`config.mk`:
```
export PLATFORM = sky130hd
export DESIGN_NAME = td4_core
export DESIGN_NICKNAME = d
export VERILOG_FILES = /design/src/rtl/td4_core.sv
export SDC_FILE = /design/constraint.sdc
export NUM_CORES = 1
export LEC_CHECK = 0
export BUFFER_PORTS_ARGS = -buffer_cell sky130_fd_sc_hd__buf_4
export CAP_MARGIN = 15
export CORE_MARGIN = 3
export CORE_UTILIZATION = 40
export CTS_BUF_LIST = sky130_fd_sc_hd__clkbuf_8
export CTS_CLUSTER_DIAMETER = 50
export CTS_CLUSTER_SIZE = 40
export DETAILED_ROUTE_END_ITERATION = 12
export PLACE_DENSITY_LB_ADDON = 0.25
export RECOVER_POWER = 25
export SLEW_MARGIN = 20
export SYNTH_ARGS = -nofsm -noshare
export SYNTH_HDL_FRONTEND = slang
export SYNTH_SLANG_ARGS = --single-unit
```
`constraint.sdc`:
```
create_clock -name clock -period 2.86 [get_ports clock]
set_input_delay 0.572 -clock clock [delete_from_list [all_inputs] [get_ports clock]]
set_output_delay 0.572 -clock clock [all_outputs]
set_load 0.05 [all_outputs]
```
`src/rtl/td4_core.sv`:
```
// TD4-compatible single-cycle accumulator CPU core.
// Executes one instruction from an asynchronous ROM per enabled clock edge.
module td4_core #(
    parameter int unsigned DATA_W = 4,
    parameter int unsigned ADDR_W = 4
) (
    input  logic              clock,
    input  logic              reset,
    input  logic              en,
    output logic [ADDR_W-1:0] address,
    input  logic [DATA_W+3:0] data,
    input  logic [DATA_W-1:0] in_port,
    output logic [DATA_W-1:0] out_port,
    output logic              carry
);

    localparam logic [3:0] OpAddA  = 4'b0000;
    localparam logic [3:0] OpMovAB = 4'b0001;
    localparam logic [3:0] OpInA   = 4'b0010;
    localparam logic [3:0] OpMovAI = 4'b0011;
    localparam logic [3:0] OpMovBA = 4'b0100;
    localparam logic [3:0] OpAddB  = 4'b0101;
    localparam logic [3:0] OpInB   = 4'b0110;
    localparam logic [3:0] OpMovBI = 4'b0111;
    localparam logic [3:0] OpOutB  = 4'b1001;
    localparam logic [3:0] OpOutI  = 4'b1011;
    localparam logic [3:0] OpJnc   = 4'b1110;
    localparam logic [3:0] OpJmp   = 4'b1111;

    logic [ADDR_W-1:0] pc_q, pc_d;
    logic [DATA_W-1:0] a_q, a_d;
    logic [DATA_W-1:0] b_q, b_d;
    logic [DATA_W-1:0] out_q, out_d;
    logic              c_q, c_d;

    logic [3:0]        opcode;
    logic [DATA_W-1:0] imm;
    logic [DATA_W-1:0] alu_x;
    logic [DATA_W-1:0] alu_sum;
    logic              alu_c;

    always_comb begin
        opcode = data[DATA_W+3:DATA_W];
        imm    = data[DATA_W-1:0];
        // Opcode bit 2 selects B as the ALU operand (ADD B,Im).
        alu_x  = opcode[2] ? b_q : a_q;
        {alu_c, alu_sum} = {1'b0, alu_x} + {1'b0, imm};

        pc_d  = pc_q + ADDR_W'(1);
        a_d   = a_q;
        b_d   = b_q;
        out_d = out_q;
        c_d   = 1'b0;

        case (opcode)
            OpAddA: begin
                a_d = alu_sum;
                c_d = alu_c;
            end
            OpMovAB: a_d = b_q;
            OpInA:   a_d = in_port;
            OpMovAI: a_d = imm;
            OpMovBA: b_d = a_q;
            OpAddB: begin
                b_d = alu_sum;
                c_d = alu_c;
            end
            OpInB:   b_d = in_port;
            OpMovBI: b_d = imm;
            OpOutB:  out_d = b_q;
            OpOutI:  out_d = imm;
            OpJnc: begin
                if (!c_q) pc_d = imm[ADDR_W-1:0];
            end
            OpJmp:   pc_d = imm[ADDR_W-1:0];
            default: ;
        endcase
    end

    always_ff @(posedge clock) begin
        if (reset) begin
            pc_q  <= '0;
            a_q   <= '0;
            b_q   <= '0;
            out_q <= '0;
            c_q   <= 1'b0;
        end else if (en) begin
            pc_q  <= pc_d;
            a_q   <= a_d;
            b_q   <= b_d;
            out_q <= out_d;
            c_q   <= c_d;
        end
    end

    assign address  = pc_q;
    assign out_port = out_q;
    assign carry    = c_q;

endmodule
```
==> results.json, run 1 <==
{
  "status": "complete, no violations",
  "yosys.area_share.simple_pct": 17.5,
  "wl_microns": 2780,
  "finalSetupViolations": 0,
  "synth_nets": 146,
  "setup_tns_ns": 0,
  "clk_path_buf_depth": 2,
  "drive_above_1_share_pct": 22.5,
  "r2r_setup_slack_ns": 0.71,
  "synthArstFlopShare_pct": 0,
  "viasPerCell": 5.86,
  "swShare_pct": 30.2,
  "clkTransAtPathRegs_ns": 0.07,
  "yosys-mux-area-fraction_pct": 24.3,
  "cts_tree": "yes",
  "post-route-period-util_pct": 82.1,
  "ant_nets": 0,
  "top_level_ports": 24,
  "track_usage_pct": 17.3,
  "synth_fa_ha_area_share_pct": 6.93,
  "drt_iter0_markers": 32,
  "cp.arrival_ns": 2.50,
  "wl_per_cell_microns": 16.1,
  "port_buffers": 23,
  "cts-hold-fix-buffers": 0,
  "postCtsSetupBuffers": 0,
  "routabilityCongestion": 0.791,
  "antenna_found_initial": 0,
  "syn_avg_cell_area_sq_um": 9.54,
  "yosysUniqueCellTypes": 38,
  "synth_top_family_by_area": "multiplexers",
  "synthCells": 125,
  "die-area_sq_um": 3670,
  "r2r_start": "b_q[0]",
  "fill_cells": 287,
  "cts-resized-gates": 0,
  "yosysTopAreaCell": "dfxtp_1",
  "power_frac_comb_pct": 23.6,
  "synth_compound_area_share_pct": 14.6,
  "cp.buffers_inverters": 1,
  "row_count": 19,
  "drv_slew": 0,
  "synth_warnings": 0,
  "hold_class": "reg -> reg",
  "synthDominantCellAreaShare_pct": 28.5,
  "grt_first_pass_wirelength_microns": 4640,
  "fin_crit_ns": 2.35,
  "finalWorstSetupSlack_ns": 0.513,
  "p_switching_mw": 0.175,
  "synth_xor_area_share_pct": 1.47,
  "startpoint_type": "primary input",
  "clkPwrFrac_pct": 32.3,
  "seqPwrFrac_pct": 44.1,
  "initial_core_util_pct": 42.5,
  "dp.final_hpwl_microns": 2060,
  "area_growth_pct": 14.4,
  "die_x_microns": 60.6,
  "vias": 1014,
  "critPathLaunch": "data[6]",
  "crit_fanout": 9,
  "die_h_microns": 60.6,
  "insertion_delay_ns": 0.26,
  "cts_buffers": 3,
  "critPathCaptureType": "flop",
  "dr.pass1.iters": 4,
  "grt_max_degree": 19,
  "crit_path_end": "a_q[2]",
  "design_area_sq_um": 1360,
  "p_int_mw": 0.405,
  "reg2regPathDepth": 7,
  "cp.depth": 8,
  "ys_ff_latch": 17,
  "required_ns": 3.01,
  "synth-edff-count": 0,
  "cts.sinks": 17,
  "cpLargestDelayFamily": "multiplexers",
  "crit_chain": "buf_4, mux2_2, ha_1, fa_1, xor2_1, mux4_2, mux2i_1, nor2_1",
  "synthFlopType": "dfxtp_1",
  "reg2reg_to": "a_q[2]",
  "synth_area_leaders": "dfxtp_1 29%, mux4_2 11%, mux2i_1 9.2%",
  "crit_slowest_cell": "mux4_2",
  "rsz0062_at_grt": "false",
  "core_area_sq_um": 2810,
  "ir_worst_vdd_uv": 230,
  "power_per_cell_area_nw_per_um2": 425,
  "max_slew_margin_pct": 60.5,
  "tightest_slew_ns": 0.595,
  "cpPeakStageDelay_ns": 0.46,
  "dpl_worst_slack_ns": 0.249,
  "fin_nets": 164,
  "hold_violations": 0,
  "htree_levels": 1,
  "cts_root_buf": "clkbuf_8",
  "fmax_ghz": 0.426,
  "power_leakage_nw": 0.592,
  "diodes": 0,
  "overflow": 0,
  "fin_skew_ns": 0.00187,
  "grt_pass1_vias": 946,
  "syn-cell-area_sq_um": 1190,
  "synth_commonest_cells": "17 x dfxtp_1, 17 x nor2_1, 11 x mux2i_1",
  "path_class": "in -> reg",
  "drv_cap": 0,
  "ys_seq_area_share_pct": 28.5,
  "route.detailed.drc": 0,
  "post_dp_cell_area_sq_um": 1340
}
[worst reg2reg max path, cell delays in order, from the launching register on]
cell and delay (ns):
dfxtp_1 0.34, mux2_2 0.27, ha_1 0.21, fa_1 0.40, xor2_1 0.17, mux4_2 0.46, mux2i_1 0.14, nor2_1 0.05
[through the flow]
stage / total power, mW / hold WS, ns / util [%] / std cells
after floorplan: 0.361 / 0.455 / - / 125
after global placement: 0.396 / 0.478 / 47.6 / 169
after detailed placement: 0.401 / 0.488 / 47.6 / 169
after CTS: 0.587 / 0.500 / 49.3 / 173
after global routing: 0.608 / 0.529 / 48.6 / 173
final: 0.580 / 0.492 / 48.6 / 173
[layout make-up]
cell class	count	area, sq um	share of cell area (%)
Clock buffer	3	41.3	3.03
Clock inverter	1	5.00	0.367
Inverter	3	11.3	0.826
Multi-Input combinational cell	95	773	56.7
Sequential cell	17	340	25.0
Tap cell	31	38.8	2.84
Timing Repair Buffer	23	154	11.3
[worst min-delay path by stage]
stage          startpoint  endpoint  slack [ns]  cells after the start
2_1_floorplan      b_q[2]    b_q[2]        0.46                      2
3_3_place_gp        carry     carry        0.48                      2
6_report            carry     carry        0.49                      2
5_1_grt             carry     carry        0.53                      2
3_5_place_dp        carry     carry        0.49                      2
4_1_cts             carry     carry        0.50                      2
[power groups by stage]
stage	Clock, mW	Combinational [mW]	Sequential (mW)
after global placement	0	0.135	0.261
after floorplan	0	0.0836	0.277
after CTS	0.191	0.140	0.256
after detailed placement	0	0.140	0.261
final	0.187	0.137	0.256
after global routing	0.201	0.150	0.257
[flip-flops by register name, indices dropped and copies added, names as in the netlist]
signal / flops
carry: 1
out_port: 4
b_q: 4
a_q: 4
address: 4
[cell usage in the layout, fill, tap and decap left out, types with 2 or more instances in the layout]
| cell type | synthesis | layout |
|---|---|---|
| a21oi_1 | 5 | 5 |
| nor3_1 | 3 | 3 |
| xor2_1 | 2 | 2 |
| mux2i_1 | 11 | 11 |
| a211oi_1 | 6 | 6 |
| buf_4 | 1 | 18 |
| mux4_2 | 6 | 6 |
| nor2b_1 | 3 | 3 |
| nor4_1 | 2 | 2 |
| clkbuf_8 | 0 | 3 |
| clkbuf_1 | 1 | 5 |
| mux2_2 | 4 | 4 |
| o21ai_0 | 4 | 4 |
| inv_1 | 3 | 3 |
| nor2_1 | 17 | 17 |
| o2bb2ai_1 | 2 | 2 |
| nand3_1 | 2 | 2 |
| dfxtp_1 | 17 | 17 |
| a211o_1 | 2 | 2 |
| ha_1 | 5 | 5 |
| nand2_1 | 3 | 3 |
| a21o_1 | 2 | 2 |
| nand2b_1 | 3 | 3 |
[logic make-up (layout without fill, tap and decap cells)]
family	count (synthesis)	in the layout
AOI/OAI and AO/OA	25	25
xor gates and xnor gates	2	2
adders and majority gates	6	6
DFF	17	17
and+or+nand+nor	41	41
buffers and inverters	13	30
muxes	21	21
[metal layers]
metal	part of all wire [%]	routed length [microns]	up-vias	global-route usage (%)
met5	0	0	-	0
met4	1.0	28	0	4.64
met3	6.1	169	2	4.04
met2	46	1290	32	28.2
met1	47	1290	483	23.1
li1	-	-	497	-
No activity file was read; power rests on OpenSTA's default activity.
==> inputs of run 2 (changes only) <==
==> constraint.sdc (replaced) <==
create_clock -name clock -period 2 [get_ports clock]
set_input_delay 0.4 -clock clock [delete_from_list [all_inputs] [get_ports clock]]
set_output_delay 0.4 -clock clock [all_outputs]
set_load 0.05 [all_outputs]
==> results.json, run 2 (same netlist as run 1, synthesis figures left out) <==
{
  "vias": 1034,
  "fin_nets": 170,
  "insertion_delay_ns": 0.26,
  "finalWorstSetupSlack_ns": -0.0177,
  "dp.final_hpwl_microns": 2160,
  "wl_microns": 2900,
  "track_usage_pct": 16.9,
  "dr.pass1.iters": 4,
  "top_layer": "met4",
  "die-area_sq_um": 3670,
  "fin_util_pct": 51.6,
  "route.met2.wl_microns": 1410,
  "startpoint_type": "flop",
  "top_level_ports": 24,
  "r2r_start": "a_q[0]",
  "cts.sinks": 17,
  "critPathLaunch": "a_q[0]",
  "fin_skew_ns": 0.00181,
  "path_class": "reg -> reg",
  "drv_cap": 0,
  "final_common_cell": "buf_4",
  "drv_slew": 0,
  "finalSetupViolations": 1,
  "post-route-period-util_pct": 101,
  "overflow": 0,
  "critPathCaptureType": "flop",
  "rsz0062_at_grt": "true",
  "hold_class": "in -> reg",
  "route.detailed.drc": 0,
  "hold_violations": 0,
  "row_count": 19,
  "met1Wirelength_microns": 1310,
  "viasPerCell": 5.78,
  "cts_tree": "yes",
  "cts_buffers": 3,
  "grt_first_pass_wirelength_microns": 4610,
  "required_ns": 2.15,
  "status": "finished, violations left",
  "drt_iter0_markers": 20,
  "fin_crit_ns": 2.02,
  "crit_fanout": 2,
  "core_area_sq_um": 2810,
  "reg2regPathDepth": 7,
  "drive_above_1_share_pct": 29.7,
  "htree_levels": 1,
  "antenna_found_initial": 0,
  "ir_worst_vdd_uv": 300,
  "fmax_ghz": 0.496,
  "diodes": 0,
  "crit_path_end": "a_q[2]",
  "violations": "negative setup slack",
  "whs_ns": 0.412,
  "tightest_slew_ns": 0.599,
  "clkTransAtPathRegs_ns": 0.07,
  "max_slew_margin_pct": 60.2,
  "power_leakage_nw": 0.623,
  "power_per_cell_area_nw_per_um2": 587,
  "clk_path_buf_depth": 2,
  "ant_nets": 0,
  "routabilityCongestion": 0.844,
  "initial_core_util_pct": 42.5,
  "area_growth_pct": 21.4,
  "route.met3.wl_microns": 164,
  "r2r_setup_slack_ns": -0.02,
  "grt_pass1_vias": 975,
  "wl_per_cell_microns": 16.2,
  "port_buffers": 23,
  "cp.arrival_ns": 2.17,
  "die_h_microns": 60.6,
  "reg2reg_to": "a_q[2]",
  "die_x_microns": 60.6,
  "cts_root_buf": "clkbuf_8",
  "grt_max_degree": 19,
  "final_cell_mix": "24 x buf_4, 17 x nor2_1, 16 x dfxtp_1"
}
-- run 2: cell count changes in the layout (fill, tap and decap cells not counted) --
| cell | change |
|---|---|
| nand2_1 | -1 |
| fa_2 | +1 |
| a21oi_2 | +1 |
| mux2_4 | +1 |
| a21oi_1 | -1 |
| buf_4 | +6 |
| fa_1 | -1 |
| nand2_2 | +1 |
| dfxtp_2 | +1 |
| ha_1 | -2 |
| ha_4 | +2 |
| mux2_2 | -1 |
| dfxtp_1 | -1 |
-- run 2: worst min-delay path by stage --
stage	to	slack (ns)	from	cells after the start
detailed placement	carry	0.48	carry	2
CTS	address[1]	0.41	en	2
global route	address[1]	0.43	en	2
floorplan	b_q[2]	0.46	b_q[2]	2
finish	address[1]	0.41	en	2
global placement	carry	0.48	carry	2
-- run 2: layout make-up --
| class | count | area, sq um |
|---|---|---|
| Clock inverter | 1 | 5.00 |
| Tap cell | 31 | 38.8 |
| Inverter | 3 | 11.3 |
| Fill cell | 275 | 1360 |
| Timing Repair Buffer | 29 | 199 |
| Clock buffer | 3 | 41.3 |
| Multi-Input combinational cell | 95 | 811 |
| Sequential cell | 17 | 342 |
-- run 2: repair_timing --
action	CTS	global route
gates cloned	0	0
resized for setup	1	2
hold buffers	0	0
setup endpoints to repair	1	3
setup buffers	0	2
-- run 2: per-stage QoR --
step | instance area (sq um) | TNS [ns] | cells | worst slack [ns] | power [mW]
floorplan | 1230 | -0.539 | 125 | -0.186 | 0.521
global placement | 1400 | -1.18 | 173 | -0.225 | 0.580
detailed placement | 1400 | -1.30 | 173 | -0.262 | 0.586
CTS | 1450 | -0.0274 | 177 | -0.0274 | 0.854
global route | 1450 | -0.165 | 179 | -0.0993 | 0.884
finish | 1450 | -0.0177 | 179 | -0.0177 | 0.850
-- run 2: power breakdown --
group          switching, mW  total [mW]  internal [mW]  leakage, nW
logic                  0.114       0.213         0.0991        0.458
registers             0.0123       0.365          0.353        0.139
clock network          0.133       0.272          0.139       0.0255
-- run 2: critical path, stage by stage (launching register included) --
cell	delay [ns]
dfxtp_2	0.33
mux2_4	0.28
ha_4	0.16
fa_2	0.34
xor2_1	0.16
mux4_2	0.45
mux2i_1	0.13
nor2_1	0.05
-- run 2: per-layer routing --
metal | vias up | global-route usage [%]
met5 | - | 0
met1 | 486 | 22.8
met2 | 32 | 26.6
met4 | 0 | 4.95
met3 | 2 | 4.68
li1 | 514 | -
==> inputs of run 3 (changes only) <==
--- a/config.mk
+++ b/config.mk
@@ -5,6 +5,7 @@
 export SDC_FILE = /design/constraint.sdc
 export NUM_CORES = 1
 export LEC_CHECK = 0
+export ABC_AREA = 1
 export BUFFER_PORTS_ARGS = -buffer_cell sky130_fd_sc_hd__buf_4
 export CAP_MARGIN = 15
 export CORE_MARGIN = 3
==> results.json, run 3 <==
{
  "power_frac_comb_pct": 25.5,
  "grt_pass1_vias": 1101,
  "clk_path_buf_depth": 2,
  "synth_compound_area_share_pct": 21.3,
  "row_count": 19,
  "hold_violations": 0,
  "dr.pass1.iters": 4,
  "p_switching_mw": 0.279,
  "yosysUniqueCellTypes": 24,
  "synth_fa_ha_area_share_pct": 6.59,
  "diodes": 0,
  "p_int_mw": 0.568,
  "post-route-period-util_pct": 86.9,
  "viasPerCell": 5.11,
  "startpoint_type": "flop",
  "dp.final_hpwl_microns": 2650,
  "synth_top_family_by_area": "simple AND/OR/NAND/NOR gates",
  "overflow": 0,
  "syn_avg_cell_area_sq_um": 6.26,
  "status": "complete, no violations",
  "synth_most_common_cell": "nand2_1",
  "hold_class": "in -> reg",
  "yosysTopAreaCell": "dfxtp_1",
  "ys_ff_latch": 17,
  "synthArstFlopShare_pct": 0,
  "wl_microns": 3360,
  "postCtsSetupBuffers": 0,
  "setup_tns_ns": 0,
  "die_x_microns": 62.0,
  "synthDominantCellAreaShare_pct": 27.2,
  "synth_xor_area_share_pct": 2.10,
  "fin_nets": 245,
  "drive_above_1_share_pct": 17.0,
  "cts.sinks": 17,
  "power_leakage_nw": 0.677,
  "cts-resized-gates": 0,
  "path_class": "reg -> reg",
  "grt_first_pass_wirelength_microns": 5350,
  "max_slew_margin_pct": 76.6,
  "drv_cap": 0,
  "top_level_ports": 24,
  "ant_nets": 0,
  "final_cell_mix": "54 x nand2_1, 23 x inv_1, 22 x buf_4",
  "synth_nets": 221,
  "finalSetupViolations": 0,
  "route.detailed.drc": 0,
  "antenna_found_initial": 0,
  "htree_levels": 1,
  "ys_seq_area_share_pct": 27.2,
  "grt_max_degree": 14,
  "die-area_sq_um": 3840,
  "rsz0062_at_grt": "false",
  "syn-cell-area_sq_um": 1250,
  "routabilityCongestion": 0.897,
  "cts_buffers": 3,
  "yosys.area_share.simple_pct": 31.9,
  "synth_area_leaders": "dfxtp_1 27%, nand2_1 16%, a21oi_1 8.4%",
  "clkTransAtPathRegs_ns": 0.07,
  "cp.arrival_ns": 1.93,
  "die_h_microns": 62.0,
  "seq_area_sq_um": 340,
  "final_common_cell": "nand2_1",
  "power_per_cell_area_nw_per_um2": 568,
  "fin_skew_ns": 0.00150,
  "synthCells": 200,
  "required_ns": 2.19,
  "fmax_ghz": 0.575,
  "core_area_sq_um": 2880,
  "insertion_delay_ns": 0.26,
  "cts-hold-fix-buffers": 0,
  "fin_crit_ns": 1.74,
  "multi_input_area_sq_um": 767,
  "cts_root_buf": "clkbuf_8",
  "initial_core_util_pct": 43.5,
  "synthFlopType": "dfxtp_1",
  "area_growth_pct": 19.1,
  "tightest_slew_ns": 0.348,
  "synth_warnings": 0,
  "synth-edff-count": 0,
  "yosys-mux-area-fraction_pct": 0,
  "cts_tree": "yes",
  "port_buffers": 23,
  "finalPower_mw": 0.847,
  "swShare_pct": 32.9,
  "vias": 1353,
  "ir_worst_vdd_uv": 375,
  "clkPwrFrac_pct": 30.8,
  "seqPwrFrac_pct": 43.7,
  "critPathCaptureType": "flop",
  "drt_iter0_markers": 115,
  "wl_per_cell_microns": 12.7,
  "synth_commonest_cells": "53 x nand2_1, 23 x inv_1, 21 x a21oi_1",
  "drv_slew": 0,
  "fill_cells": 317,
  "track_usage_pct": 19.3,
  "crit_fanout": 4
}
==> run 3: cell types whose count changed in the layout (fill, tap and decap cells not counted), sizes merged, moves of 3 or more <==
| cell | previous run | this run |
|---|---|---|
| a211oi | 6 | 1 |
| mux2 | 4 | 0 |
| mux4 | 6 | 0 |
| mux2i | 11 | 0 |
| nand3 | 2 | 15 |
| nand2 | 3 | 55 |
| inv | 3 | 29 |
| nand2b | 3 | 0 |
| a21oi | 5 | 21 |
| o211ai | 0 | 10 |
| clkbuf | 8 | 4 |
| nor2b | 3 | 0 |
| o21ai | 4 | 12 |
==> run 3: metal layers <==
metal	up-vias	GRT usage [%]	part of all wire [%]
met5	-	0	0
met4	0	6.67	1.4
met3	4	3.10	7.8
met2	54	26.3	43
met1	590	30.0	48
li1	705	-	-
==> run 3: cell families after synthesis <==
logic type / count (synthesis)
simple gates: 92
compound gates: 47
flops: 17
fa+ha+maj: 6
buf+inv: 35
xor+xnor: 3
==> run 3: through the flow <==
stage               hold slack (ns)  utilization, %  area (sq um)  instances  setup WS, ns
floorplan                     0.445               -          1250        200         0.186
global placement              0.456            50.6          1460        261        0.0611
detailed placement            0.464            50.6          1460        261        0.0599
CTS                           0.400            52.2          1500        265         0.282
global route                  0.413            51.8          1490        265         0.194
finish                        0.406            51.8          1490        265         0.261
==> run 3: final cells by class <==
cell class,instances,area share [%]
Clock buffer,3,2.77
Sequential cell,17,22.8
Tap cell,42,3.52
Inverter,31,7.80
Multi-Input combinational cell,148,51.4
Timing Repair Buffer,23,11.3
Clock inverter,1,0.336
==> run 3: worst paths after layout <==
path | start | endpoint | slack, ns | depth (start not counted)
setup / recovery | b_q[0] | a_q[2] | 0.26 | 9
setup reg to reg | b_q[0] | a_q[2] | 0.26 | 9
hold / removal | reset | address[2] | 0.41 | 2
hold reg to reg | a_q[0] | a_q[0] | 0.47 | 2
==> run 3: power by group through the flow <==
stage	clock network (mW)	logic (mW)	registers (mW)
2_1_floorplan	0	0.115	0.406
3_3_place_gp	0	0.217	0.377
3_5_place_dp	0	0.216	0.377
4_1_cts	0.270	0.217	0.370
5_1_grt	0.280	0.240	0.372
6_report	0.261	0.216	0.370
==> run 3: critical path: stages (launching register included) <==
cell and delay [ns]:
dfxtp_1 0.34, nand2_1 0.06, o21ai_0 0.07, ha_1 0.23
fa_1 0.42, xor2_1 0.20, nand2_1 0.09, nand4_1 0.08
nand2_1 0.06, a21oi_1 0.11
